[config.mk]
export PLATFORM = sky130hd
export DESIGN_NAME = queue_mp
export DESIGN_NICKNAME = d
export VERILOG_FILES = /design/src/rtl/queue_mp.sv
export SDC_FILE = /design/constraint.sdc
export NUM_CORES = 1
export LEC_CHECK = 0
export BUFFER_PORTS_ARGS = -buffer_cell sky130_fd_sc_hd__buf_2
export CAP_MARGIN = 20
export CORE_MARGIN = 2
export CORE_UTILIZATION = 56
export DETAILED_ROUTE_END_ITERATION = 8
export PLACE_DENSITY_LB_ADDON = 0.2
export SYNTH_ARGS = -nofsm -noshare
export SYNTH_HDL_FRONTEND = slang
export SYNTH_SLANG_ARGS = --single-unit
export TNS_END_PERCENT = 20
[constraint.sdc]
create_clock -name clk -period 3.7 [get_ports clk]
set_input_delay 0.185 -clock clk [delete_from_list [all_inputs] [get_ports clk]]
set_output_delay 0.185 -clock clk [all_outputs]
set_load 0.02 [all_outputs]
[src/rtl/queue_mp.sv]
// Multi-port circular FIFO: up to NIN enqueues and NOUT dequeues per cycle, registered ready/valid flags.
// Optional high-water-mark output enabled by defining QUEUE_MP_HWM_EN.
module queue_mp #(
    parameter type ET        = logic [31:0],
    parameter int  SIZE      = 4,
    parameter int  NIN       = 2,
    parameter int  NOUT      = 2,
    parameter int  AF_MARGIN = 1,
    localparam int PTRW      = $clog2(SIZE),
    localparam int CNTW      = $clog2(SIZE + 1)
) (
    input  logic            clk,
    input  logic            rst_n,
    input  logic            init,
    output logic [CNTW-1:0] count,
    output logic            almost_full,
    input  logic [NIN-1:0]  in_val,
    output logic [NIN-1:0]  in_rdy,
    input  ET               in [NIN],
    output logic [NOUT-1:0] out_val,
    input  logic [NOUT-1:0] out_rdy,
    output ET               out [NOUT]
`ifdef QUEUE_MP_HWM_EN
    ,
    output logic [CNTW-1:0] hwm
`endif
);

    logic [PTRW-1:0] wptr, rptr;
    ET               mem [SIZE];
    int              npush, npop, ncnt;

    // Both operands are already below SIZE, so one conditional subtract normalises the sum.
    function automatic logic [PTRW-1:0] wrap(input int a);
        return PTRW'((a >= SIZE) ? a - SIZE : a);
    endfunction

    // Accepted lanes form a leading run; the first lane that does not handshake ends it.
    always_comb begin
        logic stop_in, stop_out;
        // NOTE: every combinational output gets a default first, so no path can infer a latch.
        npush    = 0;
        npop     = 0;
        stop_in  = 1'b0;
        stop_out = 1'b0;
        for (int i = 0; i < NIN; i++) begin
            if (!stop_in && in_val[i] && in_rdy[i]) npush = i + 1;
            else                                     stop_in = 1'b1;
        end
        for (int j = 0; j < NOUT; j++) begin
            if (!stop_out && out_val[j] && out_rdy[j]) npop = j + 1;
            else                                        stop_out = 1'b1;
        end
        ncnt = init ? 0 : int'(count) + npush - npop;
    end

    // NOTE: sequential state uses non-blocking assignments so all registers update from pre-edge values.
    always_ff @(posedge clk or negedge rst_n) begin
        if (!rst_n) begin
            wptr    <= '0;
            rptr    <= '0;
            count   <= '0;
            in_rdy  <= '1;
            out_val <= '0;
        end else begin
            if (init) begin
                wptr <= '0;
                rptr <= '0;
            end else begin
                wptr <= wrap(int'(wptr) + npush);
                rptr <= wrap(int'(rptr) + npop);
            end
            count <= CNTW'(ncnt);
            for (int i = 0; i < NIN; i++)  in_rdy[i]  <= (SIZE - ncnt) > i;
            for (int j = 0; j < NOUT; j++) out_val[j] <= ncnt > j;
        end
    end

    // NOTE: the storage array has no reset; contents are only observable behind a valid flag.
    always_ff @(posedge clk) begin
        if (!init) begin
            for (int i = 0; i < NIN; i++) begin
                if (i < npush) mem[wrap(int'(wptr) + i)] <= in[i];
            end
        end
    end

    always_comb begin
        for (int j = 0; j < NOUT; j++) out[j] = mem[wrap(int'(rptr) + j)];
    end

    assign almost_full = int'(count) >= (SIZE - AF_MARGIN);

`ifdef QUEUE_MP_HWM_EN
    always_ff @(posedge clk or negedge rst_n) begin
        if (!rst_n)                  hwm <= '0;
        else if (init)               hwm <= '0;
        else if (ncnt > int'(hwm))   hwm <= CNTW'(ncnt);
    end
`else
    // High-water tracking is not built in this configuration.
`endif

endmodule

==> results.md, run 1 <==
- Register bit total from synthesis: 139
- Count of endpoints failing hold in the final timing report: 0
- Status: finished clean
- Clock Sink Count: roughly 140
- Proportion of netlist area held by the largest area contributor: 49.5%
- Multiplexer share of the synthesized area: a little under two fifths
- Placement Rows: 43
- Total count of max-transition violations in the final report: 0
- Via count of the first global-routing pass: 4998
- Largest cells by area after synthesis: edfxtp_1 50%, mux4_2 19%, mux2_2 18%, dfrtp_1 2.9%, ha_1 1.1%
- Arrival time at the worst endpoint: 3720 ps
- Most instantiated flip-flop cell in the synthesis netlist: edfxtp_1
- Global-route wire length before repair: roughly 27000 um
- Antenna diode instance count: 0
- Sum of routed wire length over all layers: 17200 um
- Per-instance average area after synthesis: 17.7 um2
- Die extent in x: 122 um
- Die area: 14800 um2
- Post-synth top area cell: edfxtp_1
- Commonest cells in the netlist: 128 x edfxtp_1, 121 x mux2_2, 64 x mux4_2, 11 x buf_2
- Reg2Reg Depth: 12
- Cell area power density: slightly above 600 nW/um2
- Clock latency reported for the late side of the worst-skew pair: 420 ps
- Compound-cell area share of the yosys netlist: 1.74%
- Endpoint of the worst hold path: mem[2][5]
- Setup Total Neg Slack: 0 ps
- Main combinational cell family by area after synthesis: multiplexers
- RSZ-0062 raised after global routing: false
- Headroom to the max-slew limit: 36.0%
- Final HPWL from detailed placement: 11100 um
- Hold path startpoint: in[37]
- Setup CP Type: reg2reg
- Startpoint of the lowest-slack register-to-register path: in_rdy[0]
- Cell area after synthesis: a little under 8000 um2
- Overflow left after global routing: 0
- Post-route antenna net violation count: 0
- Total DRC errors in the routed layout: 0
- Least-Margin Pin Slew: 960 ps
- Required arrival time at the worst endpoint: 4050 ps
- Setup skew after layout: approximately 4.5 ps
- Proportion of synthesized chip area in sequential cells: 53.1%
- Final Net Count: 665
- Initial cell density of the core: 56.6%
- Maximum single-stage delay on the critical path: 540 ps
- Xor-xnor portion of the synthesized cell area: 0.854%
- Reg clk slew, reported paths: 60 ps
- Combined global-route utilization of all metal layers: 24.6%
- Final setup viols: 0
- Port Buffers: 142
- Share of post-route cells with drive strength above 1: about 64%
- Critical Path Source Type: flip-flop
- Cts bufs inserted: 17
- Area delta synth->final: 19.5%
- Maximum vdd drop: 426 uV
- Number of antenna violations at the first check in global routing: 1
- Most frequent cell after synthesis: edfxtp_1
- Clock tree from TritonCTS: built
- Crit-path most repeated cell: ha_1
- Filler cell count in the final layout: 982
- Syn nets: 519
- 1st-iter DRT viols: 340
- Fmax: 0.296 GHz
- Worst-case register-to-register setup slack: 320 ps
- Routed via count divided by cell count: 6.09
- Cells along the critical path: nand2_1 -> a21oi_1 -> ha_1 -> fa_1 -> ha_1 -> a21o_1 -> nor2b_1 -> ha_1 -> nand3b_1 -> o311ai_1 -> o311ai_0 -> o21bai_1
- Max cap viols: 0
- Async S/R FF share, synth: 7.91%
- Hold Path Class: in2reg
- Vias after detailed routing: 4737
- Total of warnings raised by yosys: 0
- Simple-gate portion of the synthesized area: under 10%
- Time the worst path needs with I/O delays and setup: 3380 ps
- Hold Path Cell Cnt: 2
- Overall die height: 122 um
- Global placement routability congestion: 0.815
- Leakage power total: 3.25 nW
- Area of the core: 13700 um2
- H-tree Lvls: 4
- Buffer type at the clock tree root: clkbuf_16
- Maximum fanout along the worst path: 5
- Fraction of the cycle the final worst path needs: 91.2%
- Sum of internal, switching and leakage power: 0.00569 W
- Capturing point of the worst reg2reg path: in_rdy[0]
- Clock tree buffer depth: 2
- Endpoint type of the worst setup path: flip-flop
- Count of pins on the block boundary: around 140
- Count of TritonRoute iterations in the first routing pass: 4
- Adder-Cell Fraction of Synth Area: 1.64%
- Maximum number of pins on one net before global-route repair: 66
- Slowest stage cell, crit path: dfstp_2
- Number of synthesized flops with an enable pin: 128
- WL per Instance: around 22 um
- Library cells used by synthesis: 43
- Instance count of the mapped netlist: ~440
-- worst max path at each step --
| stage | from | to | cells after the start |
|---|---|---|---|
| after floorplan | in_rdy[1] | in_rdy[0] | 11 |
| after global routing | in_rdy[0] | in_rdy[0] | 12 |
| final | in_rdy[0] | in_rdy[0] | 12 |
| after global placement | in_rdy[1] | in_rdy[0] | 11 |
| after CTS | in_rdy[1] | in_rdy[0] | 11 |
| after detailed placement | in_rdy[1] | in_rdy[0] | 11 |
-- cell type report --
class	count	area, um2	share of cell area (%)
multi-input cells	268	3520	38.0
inverters	4	15.0	0.162
clock inverters	11	78.8	0.850
flip-flops and latches	139	4130	44.5
well taps	180	225	2.43
repair buffers	155	861	9.28
clock buffers	21	440	4.75
-- layout by cell type (no fill, tap or decap), types with 2 or more instances in the layout --
cell type  instances
a21oi_1            8
buf_12             4
buf_2            142
buf_4              8
clkbuf_1           4
clkbuf_16         17
clkinv_1           3
clkinv_2           6
dfrtp_1            7
dfrtp_4            2
dfstp_2            2
edfxtp_1         128
fa_1               2
ha_1               7
inv_1              4
mux2_1             7
mux2_2           121
mux4_2            64
nand2_1            6
nand2b_1           3
nor2_1             6
nor2_4             4
nor2b_1            8
nor3_1             2
nor3_4             2
o21bai_1           3
o22ai_4            2
xnor2_1            4
-- what timing repair did --
item	in CTS	in global routing
endpoints found under the hold margin	11	0
setup buffers	0	0
gates resized for setup	0	2
endpoints found under the setup margin	0	2
hold buffers	1	0
-- layer usage --
| layer | vias up | global-route usage [%] | wire length [um] |
|---|---|---|---|
| li1 | 2110 | - | - |
| met1 | 2459 | 31.6 | 7150 |
| met2 | 145 | 41.5 | 8780 |
| met3 | 21 | 5.81 | 1020 |
| met4 | 2 | 8.19 | 216 |
| met5 | - | 0 | 11 |
-- worst max-delay path, delay by kind of cell (launching register included) --
kind | cells | cell delay, ps
AOI/OAI and AO/OA | 5 | 1110
adders and majority gates | 4 | 1350
DFF | 1 | 540
and+or+nand+nor | 3 | 310
-- cell families after synthesis --
group / count (synthesis)
AO/OA/AOI/OAI: 20
multiplexers: 193
AND/OR/NAND/NOR: 40
adder cells (fa/ha/maj): 9
XOR/XNOR: 6
buffers and inverters: 32
flip-flops: 139
-- through the flow --
stage	instances	area, um2	util, %	setup slack (ps)	hold slack, ps
finish	778	9270	67.6	325	94.2
global route	778	9270	67.6	37.1	85.5
CTS	778	9270	67.6	210	75.9
detailed placement	745	8740	63.7	256	72.1
global placement	745	8740	63.7	412	66.2
floorplan	439	7760	-	535	-111
-- registers in the layout, summed over array words and instances, names as in the netlist --
name     cells
wptr         2
out_val      2
count        3
rptr         2
in_rdy       2
mem        128
-- power by group --
group / total, W / switching (W) / internal [W]
logic: 0.00203 / 0.00109 / 0.000941
registers: 0.00213 / 0.000210 / 0.00192
clock network: 0.00152 / 0.000615 / 0.000907
(Power assumes the default switching activity.)
==> run 2, diff against run 1 <==
- PLACE_DENSITY: default -> 0.9
- PLACE_DENSITY_LB_ADDON: 0.2 -> default
==> results.md, run 2 (synthesis results as in run 1) <==
- Registers with the most flip-flops: mem: 128 flops, count: 3 flops
- Final setup viols: 0
- Post-route antenna net violation count: 0
- Crit-path most repeated cell: ha_1
- Arrival time at the worst endpoint: 3860 ps
- Initial cell density of the core: 56.6%
- Share of post-route cells with drive strength above 1: 63.9%
- Clock tree buffer depth: 2
- Die area: 14800 um2
- Required arrival time at the worst endpoint: slightly above 4000 ps
- Fraction of the cycle the final worst path needs: 94.8%
- Final Net Count: 663
- Via count of the first global-routing pass: a little over 5000
- Largest register by flop count: mem
- Clock tree from TritonCTS: built
- Setup Total Neg Slack: 0 ps
- Maximum fanout along the worst path: 5
- Routed via count divided by cell count: 6.23
- Count of endpoints failing hold in the final timing report: 0
- Port Buffers: 142
- Final HPWL from detailed placement: 11100 um
- Cell area power density: 649 nW/um2
- Max FFs per register: 128
- Leakage power total: approximately 3.3 nW
- Cts bufs inserted: 17
- Setup CP Type: reg2reg
- Endpoint type of the worst setup path: flip-flop
- Die extent in x: 122 um
- Status: finished clean
- Reg clk slew, reported paths: 60 ps
- Total non-filler cell area in the finished layout: between 9000 and 10000 um2
- H-tree Lvls: 4
- Final-layout worst hold slack: 88.5 ps
- Max cap viols: 0
- Combined global-route utilization of all metal layers: 25.0%
- Area delta synth->final: 20.6%
- Least-Margin Pin Slew: a little over 900 ps
- Most common library cell in the layout ignoring fill and taps: buf_2
- Global-route wire length before repair: 27400 um
- Total DRC errors in the routed layout: 0
- Maximum single-stage delay on the critical path: 560 ps
- Slowest stage cell, crit path: dfstp_2
- Placed Area: between 8000 and 9000 um2
- Clock Sink Count: around 140
- WL per Instance: 23.0 um
- Sum of routed wire length over all layers: between 15000 and 20000 um
- RSZ-0062 raised after global routing: false
- Hold Path Class: in2reg
- Critical Path Source Type: flip-flop
- Global placement routability congestion: 0.833
- Count of TritonRoute iterations in the first routing pass: 4
- Overflow left after global routing: 0
- Vias after detailed routing: 4842
- Maximum number of pins on one net before global-route repair: between 60 and 70
- 1st-iter DRT viols: 351
- Time the worst path needs with I/O delays and setup: 3510 ps
- Headroom to the max-slew limit: 38.0%
- Commonest non-fill, non-tap cells in the layout: 142 x buf_2, 128 x edfxtp_1, 121 x mux2_2
- Buffer type at the clock tree root: clkbuf_16
- Cells along the critical path: nand2_1 -> nor2_1 -> fa_1 -> ha_1 -> a21o_1 -> nor2b_1 -> ha_1 -> nand3b_1 -> o311ai_2 -> o311ai_0 -> o21bai_1
- Total count of max-transition violations in the final report: 0
- Overall die height: 122 um
- Fmax: between 0.2 and 0.3 GHz
- Maximum vdd drop: 584 uV
- Setup skew after layout: 6.59 ps
- Count of pins on the block boundary: ~140
- Area of the core: 13700 um2
- Placement Rows: 43
- Number of antenna violations at the first check in global routing: 2
- Clock latency reported for the late side of the worst-skew pair: roughly 420 ps
-- run 2: changes by cell type in the layout (fill, tap and decap cells not counted), moves of 3 or more --
cell | before | now
bufinv_16 | 1 | 6
clkinv_2 | 6 | 2
buf_12 | 4 | 1
clkbuf_1 | 4 | 1
-- run 2: worst paths after layout --
check                      startpoint   endpoint  slack [ps]  cells after the start
max                         in_rdy[1]  in_rdy[0]         190                     11
min                            in[38]  mem[3][6]          90                      2
max reg2reg                 in_rdy[1]  in_rdy[0]         190                     11
min reg2reg                   wptr[1]    wptr[1]         710                      3
max in group asynchronous       rst_n  in_rdy[1]        3260                      2
min in group asynchronous       rst_n   count[1]         170                      2
-- run 2: area by class of cell --
class	instances	area, um2
diodes	1	2.50
clock buffers	18	429
clock inverters	14	225
fillers	879	4360
inverters	4	15.0
multi-input cells	268	3530
flip-flops and latches	139	4130
well taps	180	225
repair buffers	153	808
-- run 2: per-layer routing --
| metal | GRT usage (%) | vias up | share of wire (%) |
|---|---|---|---|
| met1 | 30.6 | 2504 | 39 |
| met5 | 0 | - | 0.19 |
| met3 | 5.24 | 42 | 6.4 |
| met4 | 11.1 | 4 | 3.0 |
| met2 | 43.2 | 184 | 52 |
| li1 | - | 2108 | - |
-- run 2: power breakdown --
| group | total (W) | switching, W | internal, W | leakage [nW] |
|---|---|---|---|---|
| Combinational | 0.00203 | 0.00110 | 0.000938 | 1.67 |
| Sequential | 0.00216 | 0.000231 | 0.00192 | 1.30 |
| Clock | 0.00188 | 0.000631 | 0.00125 | 0.312 |
| Total | 0.00607 | 0.00196 | 0.00412 | 3.28 |
-- run 2: worst max-delay path, delay by kind of cell (launching register included) --
kind / cells / cell delay (ps)
adder cells (fa/ha/maj): 3 / 1170
AO/OA/AOI/OAI: 4 / 980
AND/OR/NAND/NOR: 4 / 720
flip-flops: 1 / 560
-- run 2: repair_timing --
action                                  CTS  global route
setup buffers                             0             0
hold endpoints to repair                 11             0
endpoints found under the setup margin    0             2
hold buffers                              1             0
resized for setup                         0             2
-- run 2: through the flow --
stage / util (%) / std cells / worst slack [ps] / power, W
floorplan: - / 439 / 535 / 0.00357
global placement: 63.3 / 743 / 390 / 0.00412
detailed placement: 63.3 / 743 / 81.8 / 0.00419
CTS: 68.2 / 776 / 47.1 / 0.00609
global route: 68.2 / 776 / 6.01 / 0.00634
finish: 68.2 / 777 / 191 / 0.00607
